[config.mk]
export PLATFORM = sky130hd
export DESIGN_NAME = accum_core
export DESIGN_NICKNAME = d
export VERILOG_FILES = /design/src/rtl/accum_core.sv
export SDC_FILE = /design/constraint.sdc
export NUM_CORES = 1
export LEC_CHECK = 0
export ABC_AREA = 1
export CAP_MARGIN = 20
export CORE_ASPECT_RATIO = 1.5
export CORE_MARGIN = 10
export CORE_UTILIZATION = 55
export CTS_BUF_LIST = sky130_fd_sc_hd__clkbuf_8
export DETAILED_ROUTE_END_ITERATION = 8
export MAX_ROUTING_LAYER = met4
export PLACE_DENSITY = 0.88
export SYNTH_ARGS = -nofsm -noshare
export SYNTH_HDL_FRONTEND = slang
export SYNTH_SLANG_ARGS = --single-unit
[constraint.sdc]
create_clock -name clk -period 3.35 [get_ports clk]
set_input_delay 0.67 -clock clk [delete_from_list [all_inputs] [get_ports clk]]
set_output_delay 0.67 -clock clk [all_outputs]
set_load 0.02 [all_outputs]
[src/rtl/accum_core.sv]
// Multi-cycle accumulator core with a parametrised datapath and an external
// req/ready memory port; instructions are one byte, address operands two words.
module accum_core #(
  parameter int                    DATA_WIDTH = 8,
  parameter int                    ADDR_WIDTH = 16,
  parameter logic [ADDR_WIDTH-1:0] RESET_PC   = '0
) (
  input  logic                  clk,
  input  logic                  rst,
  output logic                  mem_req,
  output logic                  mem_we,
  output logic [ADDR_WIDTH-1:0] mem_addr,
  output logic [DATA_WIDTH-1:0] mem_wdata,
  input  logic [DATA_WIDTH-1:0] mem_rdata,
  input  logic                  mem_ready,
  output logic [DATA_WIDTH-1:0] acc_out,
  output logic [ADDR_WIDTH-1:0] pc_out,
  output logic [1:0]            flags_out,
  output logic                  halted
);

  typedef enum logic [2:0] {
    S_FETCH, S_DECODE, S_OPLO, S_OPHI, S_EXEC_RD, S_EXEC_WR, S_EXEC_ALU, S_HALT
  } state_t;

  localparam logic [3:0] C_ALU = 4'h1;
  localparam logic [3:0] C_LDI = 4'h2;
  localparam logic [3:0] C_MVT = 4'h3;
  localparam logic [3:0] C_LD  = 4'h4;
  localparam logic [3:0] C_ST  = 4'h5;
  localparam logic [3:0] C_JMP = 4'h6;
  localparam logic [3:0] C_JZ  = 4'h7;
  localparam logic [3:0] C_JO  = 4'h8;
  localparam logic [3:0] C_HLT = 4'hF;

  state_t                state_q;
  logic [ADDR_WIDTH-1:0] pc_q, addr_q;
  logic [DATA_WIDTH-1:0] acc_q, temp_q, lo_q;
  logic [7:0]            ir_q;
  logic                  ovf_q, zero_q, req_q, halted_q;

  logic [ADDR_WIDTH-1:0] pcInc_d, opAddr_d;
  logic [DATA_WIDTH-1:0] aluRes_d;
  logic [DATA_WIDTH:0]   aluSum;
  logic                  aluOvf_d, aluZero_d, aluDef, taken;

  assign pcInc_d  = pc_q + ADDR_WIDTH'(1);
  assign opAddr_d = ADDR_WIDTH'({mem_rdata, lo_q});
  assign aluSum   = {1'b0, acc_q} + {1'b0, temp_q};
  assign taken    = (ir_q[7:4] == C_JMP) ||
                    ((ir_q[7:4] == C_JZ) && zero_q) ||
                    ((ir_q[7:4] == C_JO) && ovf_q);

  // Undefined alu_op codes leave the accumulator and both flags untouched.
  always_comb begin
    aluDef   = 1'b1;
    aluOvf_d = 1'b0;
    aluRes_d = acc_q;
    case (ir_q[3:0])
      4'h0: aluRes_d = ~acc_q;
      4'h1: aluRes_d = acc_q | temp_q;
      4'h2: aluRes_d = acc_q & temp_q;
      4'h3: aluRes_d = acc_q ^ temp_q;
      4'h4: begin aluRes_d = aluSum[DATA_WIDTH-1:0]; aluOvf_d = aluSum[DATA_WIDTH]; end
      4'h5: begin aluRes_d = acc_q - temp_q; aluOvf_d = (acc_q < temp_q); end
      4'h6: begin aluRes_d = acc_q << 1; aluOvf_d = acc_q[DATA_WIDTH-1]; end
      4'h7: begin aluRes_d = acc_q >> 1; aluOvf_d = acc_q[0]; end
      4'h8: begin aluRes_d = {acc_q[DATA_WIDTH-1], acc_q[DATA_WIDTH-1:1]}; aluOvf_d = acc_q[0]; end
      default: begin aluDef = 1'b0; aluOvf_d = ovf_q; end
    endcase
    aluZero_d = aluDef ? (aluRes_d == '0) : zero_q;
  end

  // req_q is raised on the edge entering a memory state, so fetches can run back-to-back.
  always_ff @(posedge clk or posedge rst) begin
    if (rst) begin
      state_q  <= S_FETCH;
      pc_q     <= RESET_PC;
      acc_q    <= '0;
      temp_q   <= '0;
      lo_q     <= '0;
      addr_q   <= '0;
      ir_q     <= '0;
      ovf_q    <= 1'b0;
      zero_q   <= 1'b0;
      req_q    <= 1'b0;
      halted_q <= 1'b0;
    end else begin
      case (state_q)
        S_FETCH: begin
          if (!req_q) begin
            req_q <= 1'b1;
          end else if (mem_ready) begin
            ir_q    <= mem_rdata[7:0];
            pc_q    <= pcInc_d;
            req_q   <= 1'b0;
            state_q <= S_DECODE;
          end
        end
        S_DECODE: begin
          case (ir_q[7:4])
            C_ALU: state_q <= S_EXEC_ALU;
            C_LDI, C_LD, C_ST, C_JMP, C_JZ, C_JO: begin
              req_q   <= 1'b1;
              state_q <= S_OPLO;
            end
            C_HLT: begin
              halted_q <= 1'b1;
              state_q  <= S_HALT;
            end
            default: begin
              if (ir_q[7:4] == C_MVT) temp_q <= acc_q;
              req_q   <= 1'b1;
              state_q <= S_FETCH;
            end
          endcase
        end
        S_OPLO: begin
          if (mem_ready) begin
            pc_q <= pcInc_d;
            if (ir_q[7:4] == C_LDI) begin
              acc_q   <= mem_rdata;
              state_q <= S_FETCH;
            end else begin
              lo_q    <= mem_rdata;
              state_q <= S_OPHI;
            end
          end
        end
        S_OPHI: begin
          if (mem_ready) begin
            addr_q <= opAddr_d;
            pc_q   <= pcInc_d;
            case (ir_q[7:4])
              C_LD:    state_q <= S_EXEC_RD;
              C_ST:    state_q <= S_EXEC_WR;
              default: begin
                if (taken) pc_q <= opAddr_d;
                state_q <= S_FETCH;
              end
            endcase
          end
        end
        S_EXEC_RD: begin
          if (mem_ready) begin
            acc_q   <= mem_rdata;
            state_q <= S_FETCH;
          end
        end
        S_EXEC_WR: begin
          if (mem_ready) state_q <= S_FETCH;
        end
        S_EXEC_ALU: begin
          acc_q   <= aluRes_d;
          ovf_q   <= aluOvf_d;
          zero_q  <= aluZero_d;
          req_q   <= 1'b1;
          state_q <= S_FETCH;
        end
        S_HALT: state_q <= S_HALT;
        default: state_q <= S_FETCH;
      endcase
    end
  end

  assign mem_req   = req_q;
  assign mem_we    = (state_q == S_EXEC_WR);
  assign mem_addr  = ((state_q == S_EXEC_RD) || (state_q == S_EXEC_WR)) ? addr_q : pc_q;
  assign mem_wdata = acc_q;
  assign acc_out   = acc_q;
  assign pc_out    = pc_q;
  assign flags_out = {ovf_q, zero_q};
  assign halted    = halted_q;

endmodule

* Word-level counts from Yosys, hierarchy flattened
Index checks and enable logic that the tools add are counted.
** Storage, ports and cells
- Bits in registers :: 71
** Cells by class
- Add/sub/neg operators :: 3
- Magnitude comparators :: 1
- Eq/ne operators :: 32
- Mux-type cells :: 27
- Bitwise logic cells :: 6
- Reduce and logical (&&, ||, !) cells :: 31
** Operators by type and width (count)
- $mux 16 :: 6
- $pmux 8 s9 :: 1
- $pmux 16 s3 :: 1
- $eq 4x3->1 const B :: 8
- $mux 8 :: 3
- $pmux 8 s3 :: 1
- $pmux 3 s7 :: 1
- $add 16x1->16 const B :: 1
- $eq 4x2->1 const B :: 4
- $mux 3 :: 5
- $ne 2x2->1 const B :: 7
- $eq 3x3->1 const B :: 4
- $eq 4x4->1 const B :: 3
- $reduce_and 3->1 :: 4
- $reduce_and 2->1 :: 5
- $add 8x8->9 :: 1
- $pmux 3 s3 :: 1
- $reduce_bool 3->1 :: 3
- $reduce_or 9->1 :: 1
- $and 8x8->8 :: 1
- $eq 4x1->1 const B :: 2
- $logic_not 8->1 :: 1
- $lt 8x8->1 :: 1
- $not 8->8 :: 1
- other kinds (23) :: 34

* Longest topological paths before layout
Gate-level depths: netlist of the first run.
- Depth in word-level cells :: 8
- Gate-level depth with buffers :: 16

* Worst setup path before layout of the first run
No wires, ideal clock.
- Kind :: reg2out
- From :: reg state_q[1]
- To :: out mem_addr[0]
- Arrival :: 1.659 ns
- Setup slack :: 1.021 ns
- Stages on the path, launching flop included :: 9
- Path through :: dfrtp_1 > inv_1 > nand2_1 > nor2_1 > inv_1 > nand2_1 > buf_1 > nand2_1 > o21ai_0
** On the way
- Cells in the longest elaborated chain, start to end :: 3
- Elaborated cells between the ends (all ways) :: 4
- Classes of those cells :: eq/ne: 2; mux: 1; reduce/logical: 1
** RTL lines
- from (decl) :: RTL line 36 : state_t state_q;
- from (signal assigned) :: RTL line 77 : state_q <= S_FETCH;
- from (signal assigned) :: RTL line 97 : state_q <= S_DECODE;
- from (signal assigned) :: RTL line 102 : C_ALU: state_q <= S_EXEC_ALU;
- $eq 3x3->1
- named net mem_we :: RTL line 11 : output logic mem_we,
- $logic_or 1x1->1 :: RTL line 168 : assign mem_addr = ((state_q == S_EXEC_RD) || (state_q == S_EXEC_WR)) ? addr_q : pc_q;
- $mux 16 :: RTL line 168
- to (decl) :: RTL line 12 : output logic [ADDR_WIDTH-1:0] mem_addr,
The timed path passes the listed nets, and every way through them passes these cells.

* Worst setup path in the final report of the first run
- From :: reg state_q[1]
- To :: out mem_addr[9]
** On the way
- Cells in the longest elaborated chain, start to end :: 3
- Elaborated cells between the ends (all ways) :: 4
- Classes of those cells :: eq/ne: 2; mux: 1; reduce/logical: 1
** RTL lines (RTL line)
- $eq 3x3->1 :: 168
- $logic_or 1x1->1 (*) :: 168
- $mux 16 (*) :: 168
Every way passes the cells marked *; elsewhere a longest branch is shown, timed or not.

==> metrics, run 1 <==
core area=about 0.0092 mm^2; Tot GR Track Use=0.258; max cap viols=0; DR pass1 iterations=6; TritonCTS Buffers=9; Worst-path clk slew=0.08 ns; # hold bufs at CTS=0; Starting Density=0.557; Syn Area/Cell=6.85 um^2; Area growth, synth to finish=16.9%; Die Span Y=138 um; Crit Path Max Fanout=31; CTS tree=yes; Final setup viols=0; Fin. Hold Viols=0; vias in the first global route=around 5500; Max Fclk=around 0.32 GHz; Crit. End Element=primary output; first-pass GRT wire length=27900 um; layout cells sized above 1=0.0622; CP most frequent cell=nand2_1; critical path depth=9; sequential share of the synthesized area=0.347; RR Endpoint=zero_q$_DFFE_PP0P_; worst r2r src=acc_out[4]$_DFFE_PP0P_; Register-to-Register Path Depth=13; port bufs=63; Reg area=approximately 0.0018 mm^2; WS Path Type=flop to primary output; num rows=43; Worst-Skew Late Latency=around 0.36 ns; Final nets=roughly 840; clock sink count=between 70 and 80; power share of the clock group=0.107; H-Tree Depth=3; Yosys cell types=37; yosys warns=0; Worst Path Arrival=between 2 and 2.5 ns; fin crit share=0.934; Final HPWL DP=13600 um; boundary pin count=64; Clk Tree Root Cell=clkbuf_8; fill count=834; die width=between 90 and 100 um; hold_ws=0.497 ns; Setup crit end=mem_addr[9]; Sw Pwr=0.00346 W; required time of the critical path=around 2.7 ns; worst setup path start=state_q[1]$_DFFE_PP0P_; logic gate share of total power=0.630; multi-input combinational cell area=around 0.0028 mm^2; CTS resizes=0; #FFs+latches synth=71; largest net degree at the start of global routing=32; Max Clock Skew=0.0144 ns; slowest cell delay on critical path=0.64 ns; unrepaired setup endpoints after global routing=false; Hold Crit Class=flop to flop; Starting DRT DRC Count=between 400 and 500; R2R setup slack=0.78 ns; GR Overflow Total=0; Seq pwr share=0.263; peak supply drop=0.000729 V; initial antenna violation count=0; Period minus WS final=between 3 and 4 ns; Slew Viols, Final=0; DRT Wirelength=17400 um; postcts setup bufs=0; worst relative slew slack=0.407; ANT nets after route=0; Int Pwr=between 0.003 and 0.004 W; slowest CP cell=clkdlybuf4s50_1; crit path cell chain=inv_1 -> nand2_1 -> nor2_1 -> inv_1 -> nand2_1 -> buf_4 -> nand2_1 -> o21ai_0 -> clkdlybuf4s50_1; post-synth net total=~790; Clock Path Buffers=2; status=completed; Power Dens Cells=1090 mW/mm^2; delay-heaviest family, CP=buffers and inverters; Synth Cell Area=0.00512 mm^2; Die ar.=about 0.014 mm^2; routability cong.=approximately 0.98; n_diodes=0; DRC Markers=0; via count=5435; TNS Setup=0 ns; wire length per cell=about 19 um; Bufs and invs on worst path=4; CP Launch Type=flop; switching portion of total power=0.529; Worst Tran Pin Value=slightly below 0.9 ns; Leak Pwr=around 2.9 nW; Via density=a little under 6; synthesized netlist cell count=between 700 and 800
layout by cell type (no fill, tap or decap), types with 7 or more instances in the layout:
cell type / count
nand3_1: 73
ha_1: 25
nor3_2: 7
o21ai_0: 96
clkbuf_8: 10
inv_1: 97
clkdlybuf4s50_1: 63
o22ai_1: 13
dfrtp_1: 71
a21oi_1: 32
nand4_1: 7
nor2_1: 66
nand2_1: 178
inv_2: 7
buf_4: 8
nor3_1: 9
sequential cells by signal, indices dropped and copies added (netlist names):
register	cells
addr_q	16
pc_out	16
acc_out	8
ir_q	8
lo_q	8
temp_q	8
state_q	3
halted	1
mem_req	1
ovf_q	1
zero_q	1
synthesized netlist by cell type (all sizes together):
cell type | count | area (um^2)
nand3 | 74 | 375
a22oi | 2 | 15.0
clkbuf | 8 | 31.3
nor2 | 69 | 272
dfrtp | 71 | 1780
a211oi | 1 | 7.51
o211ai | 2 | 15.0
ha | 25 | 313
nor4 | 1 | 12.5
nor3 | 16 | 115
or2 | 3 | 18.8
o21ai | 99 | 495
fa | 2 | 40.0
o22ai | 13 | 81.3
inv | 103 | 387
nand2 | 181 | 692
buf | 24 | 149
nand3b | 5 | 37.5
mux2 | 2 | 22.5
a31oi | 1 | 6.26
o21a | 1 | 7.51
xor2 | 4 | 35.0
nand4 | 7 | 43.8
a21oi | 32 | 160
o31ai | 2 | 15.0
power by group through the flow:
| stage | Sequential, W | Clock, W | Combinational, W |
|---|---|---|---|
| after floorplan | 0.00171 | 0 | 0.00258 |
| after global placement | 0.00171 | 0 | 0.00399 |
| after detailed placement | 0.00172 | 0 | 0.00407 |
| after CTS | 0.00171 | 0.000703 | 0.00410 |
| after global routing | 0.00176 | 0.000733 | 0.00455 |
| final | 0.00172 | 0.000700 | 0.00412 |
stage by stage:
step,cell area (um^2),cells,util,total power (W),setup slack [ns]
2_1_floorplan,5120,748,-,0.00428,0.883
3_3_place_gp,5790,900,0.630,0.00569,0.794
3_5_place_dp,5790,900,0.630,0.00579,0.688
4_1_cts,5990,916,0.651,0.00651,0.266
5_1_grt,5990,916,0.651,0.00705,0.0361
6_report,5990,916,0.651,0.00654,0.222
kinds of logic after synthesis:
kind of cell | Yosys count | share of synthesized area
DFF | 71 | 0.347
adders and majority gates | 27 | 0.0689
buffers and inverters | 135 | 0.111
muxes | 2 | 0.00440
and+or+nand+nor | 356 | 0.306
AOI/OAI and AO/OA | 153 | 0.157
xor gates and xnor gates | 4 | 0.00684
metal layers:
| metal | vias up | wire length [um] | GRT usage |
|---|---|---|---|
| met5 | - | 0 | - |
| met4 | 0 | 1120 | 0.164 |
| met3 | 83 | 1070 | 0.0369 |
| met2 | 278 | 8940 | 0.452 |
| met1 | 2538 | 6250 | 0.260 |
| li1 | 2536 | - | - |
worst min path at each step:
stage | start | depth (start not counted) | end | slack, ns
final | halted$_DFFE_PP0P_ | 1 | halted$_DFFE_PP0P_ | 0.50
after global routing | halted$_DFFE_PP0P_ | 1 | halted$_DFFE_PP0P_ | 0.53
after CTS | halted$_DFFE_PP0P_ | 1 | halted$_DFFE_PP0P_ | 0.50
after detailed placement | halted$_DFFE_PP0P_ | 1 | halted$_DFFE_PP0P_ | 0.48
after global placement | halted$_DFFE_PP0P_ | 1 | halted$_DFFE_PP0P_ | 0.46
after floorplan | addr_q[0]$_DFFE_PP0P_ | 2 | addr_q[0]$_DFFE_PP0P_ | 0.45
cell type report:
cell class                 count  area share
timing repair buffer          72       0.119
inverter                     103      0.0645
tap                          112      0.0234
sequential                    71       0.297
multi-input combinational    542       0.464
clock inverter                 6      0.0100
clock buffer                  10      0.0230
(Power assumes the default switching activity.)
==> inputs of run 2 (changes only) <==
- ABC_AREA: 1 -> not set
==> run 2 against run 1 <==
Net effect: die area increased by 1.3%; cell count decreased by 19%; global-route usage decreased by 4.5 points; maximum frequency increased by 1.9%; wire length decreased by 15%; clock-buffer cell count unchanged; synthesized area increased by 1.6%; highest routed layer unchanged; worst hold slack got worse by 0.023 ns; critical path type unchanged.
==> metrics, run 2 <==
logic gate share of total power=0.025 (-0.605); Max Fclk=0.326 GHz (+1.9%); CP Launch Type=flop; post-synth net total=623 (-21%); fill count=738 (-12%); Post-synth EDFFs=0 (unchanged); GR Overflow Total=0 (unchanged); Starting DRT DRC Count=380 (-5.2%); worst relative slew slack=0.396 (-0.0111); slowest CP cell=dfrtp_1; WS Path Type=flop to primary output; Synth Cell Area=0.00520 mm^2 (+1.6%); required time of the critical path=2.68 ns (about the same); n_diodes=0 (unchanged); unrepaired setup endpoints after global routing=false; Power Dens Cells=277 mW/mm^2 (-75%); Max Clock Skew=0.0109 ns (-0.00357 ns); CTS tree=yes; num rows=43 (unchanged); Starting Density=0.562 (+0.00542); CTS resizes=0 (unchanged); first-pass GRT wire length=23900 um (-14%); area leader, netlist=dfrtp_1; peak supply drop=0.000385 V (-47%); Crit. End Element=primary output; TNS Setup=0 ns (unchanged); Final nets=665 (-21%); placed cells=728 (-19%); power share of the clock group=0.462 (+0.355); die width=99.4 um (+0.62%); cell with the most instances after synthesis=dfrtp_1; Leak Pwr=2.62 nW (-8.5%); delay-heaviest family, CP=buffers and inverters; H-Tree Depth=3 (unchanged); utilization after layout=0.652 (about the same); Non-Filler Instances=744 (-19%); switching portion of total power=0.218 (-0.311); Crit Path Max Fanout=20 (-35%); clock sink count=71 (unchanged); Worst-path clk slew=0.08 ns (about the same); Die Span Y=139 um (+0.67%); initial antenna violation count=0 (unchanged); largest net degree at the start of global routing=29 (-9.4%); ANT nets after route=0 (unchanged); fin crit share=0.916 (-0.0177); Syn Area/Cell=8.90 um^2 (+30%); Clk Tree Root Cell=clkbuf_8; synthesized netlist cell count=585 (-22%); Async SR Flop Fraction=1.00 (unchanged); sequential share of the synthesized area=0.341 (-0.00534); Bufs and invs on worst path=2 (-2); most frequent cells in the layout=dfrtp_1, clkdlybuf4s50_1, o21ai_0, a21oi_1, mux2_2; layout cells sized above 1=0.139 (+0.0771); Seq pwr share=0.512 (+0.249); Synth area leaders=dfrtp_1, mux2_2, ha_1; slowest cell delay on critical path=0.62 ns (-0.02 ns); TritonCTS Buffers=9 (unchanged); Yosys top cell area share=0.341 (-0.00534); Worst Path Arrival=2.40 ns (-0.06 ns); Final setup viols=0 (unchanged); wire length per cell=19.9 um (+4.7%); Worst Tran Pin Value=0.906 ns (+0.0214 ns); core area=0.00925 mm^2 (+0.58%); DRC Markers=0 (unchanged); via count=4861 (-11%); status=completed; Period minus WS final=3.07 ns (-0.0594 ns); Int Pwr=0.00131 W (-58%); postcts setup bufs=0 (unchanged); Sw Pwr=0.000364 W (-89%); crit path cell chain=nor2b_1 -> buf_4 -> mux2_2 -> clkdlybuf4s50_1; final worst setup slack=0.282 ns (+0.0594 ns); worst slack, placed=0.529 ns (-0.159 ns); port bufs=63 (unchanged); most common cell after layout, fill and taps aside=dfrtp_1; Yosys cell types=69 (+86%); Fin. Hold Viols=0 (unchanged); max cap viols=0 (unchanged); # hold bufs at CTS=0 (unchanged); hold_ws=0.473 ns (-0.0233 ns); DR pass1 iterations=6 (unchanged); Clock Path Buffers=2 (unchanged); Worst-Skew Late Latency=0.36 ns (about the same); Most used DFF post-synth=dfrtp_1; most common library cells after synthesis=dfrtp_1, o21ai_0, a21oi_1; Slew Viols, Final=0 (unchanged); Area growth, synth to finish=15.9%; Die ar.=0.0138 mm^2 (+1.3%); Tot GR Track Use=0.213 (-0.0449); Via density=6.53 (+10%); routability cong.=0.953 (-2.8%); vias in the first global route=4915 (-11%); DRT Wirelength=14800 um (-15%); boundary pin count=64 (unchanged); Hold Crit Class=flop to flop; Final HPWL DP=11000 um (-19%); #FFs+latches synth=71 (unchanged); yosys warns=0 (unchanged)
[run 2: changes by cell type after synthesis, moves of 8 or more]
cell	previous run	this run
nand2_1	178	38
nor2_1	66	40
a31oi_1	1	10
a21oi_1	32	52
nand3_1	73	18
mux2_2	2	48
nor2b_1	0	16
o21ai_0	96	53
mux2i_1	0	8
inv_1	97	30
[run 2: cell type report]
class	count	area [um^2]	area share
multi-input cells	438	3050	0.505
flip-flops and latches	71	1780	0.295
repair buffers	76	728	0.121
well taps	112	140	0.0232
clock buffers	10	138	0.0228
inverters	31	116	0.0193
clock inverters	6	83.8	0.0139
[run 2: power by group through the flow]
stage	Clock (W)	Combinational [W]	Sequential [W]
6_report	0.000772	0.0000426	0.000856
5_1_grt	0.000809	0.0000473	0.000856
4_1_cts	0.000773	0.0000431	0.000856
3_5_place_dp	0	0.0000429	0.000873
3_3_place_gp	0	0.0000418	0.000873
2_1_floorplan	0	0.0000162	0.000873
[run 2: path summary, 6_finish.rpt]
path | cells past startpoint | end | start | slack, ns
min reg2reg | 1 | halted$_DFFE_PP0P_ | halted$_DFFE_PP0P_ | 0.47
max | 4 | mem_addr[9] | state_q[2]$_DFFE_PP0P_ | 0.28
max reg2reg | 9 | acc_out[4]$_DFFE_PP0P_ | acc_out[2]$_DFFE_PP0P_ | 0.47
min | 1 | halted$_DFFE_PP0P_ | halted$_DFFE_PP0P_ | 0.47
min in group asynchronous | 2 | addr_q[10]$_DFFE_PP0P_ | rst | 0.68
max in group asynchronous | 3 | addr_q[6]$_DFFE_PP0P_ | rst | 1.93
[run 2: kinds of logic (layout without fill, tap and decap cells)]
kind of cell	count (synthesis)	count (layout)	synth area share
compound gates	191	191	0.234
xor+xnor	1	1	0.00168
fa+ha+maj	27	27	0.0678
buf+inv	76	123	0.0729
flops	71	71	0.341
mux	56	56	0.119
simple gates	163	163	0.163
[run 2: routing by layer]
layer / global-route usage / up-vias / share of wire
met5: - / - / 0
met3: 0.0389 / 65 / 0.066
met2: 0.363 / 270 / 0.52
met4: 0.126 / 0 / 0.044
li1: - / 2200 / -
met1: 0.222 / 2326 / 0.37
[run 2: through the flow]
stage / total power, W / instance area, um^2
after floorplan: 0.000890 / 5200
after global placement: 0.000915 / 5810
after detailed placement: 0.000916 / 5810
after CTS: 0.00167 / 6030
after global routing: 0.00171 / 6030
final: 0.00167 / 6030
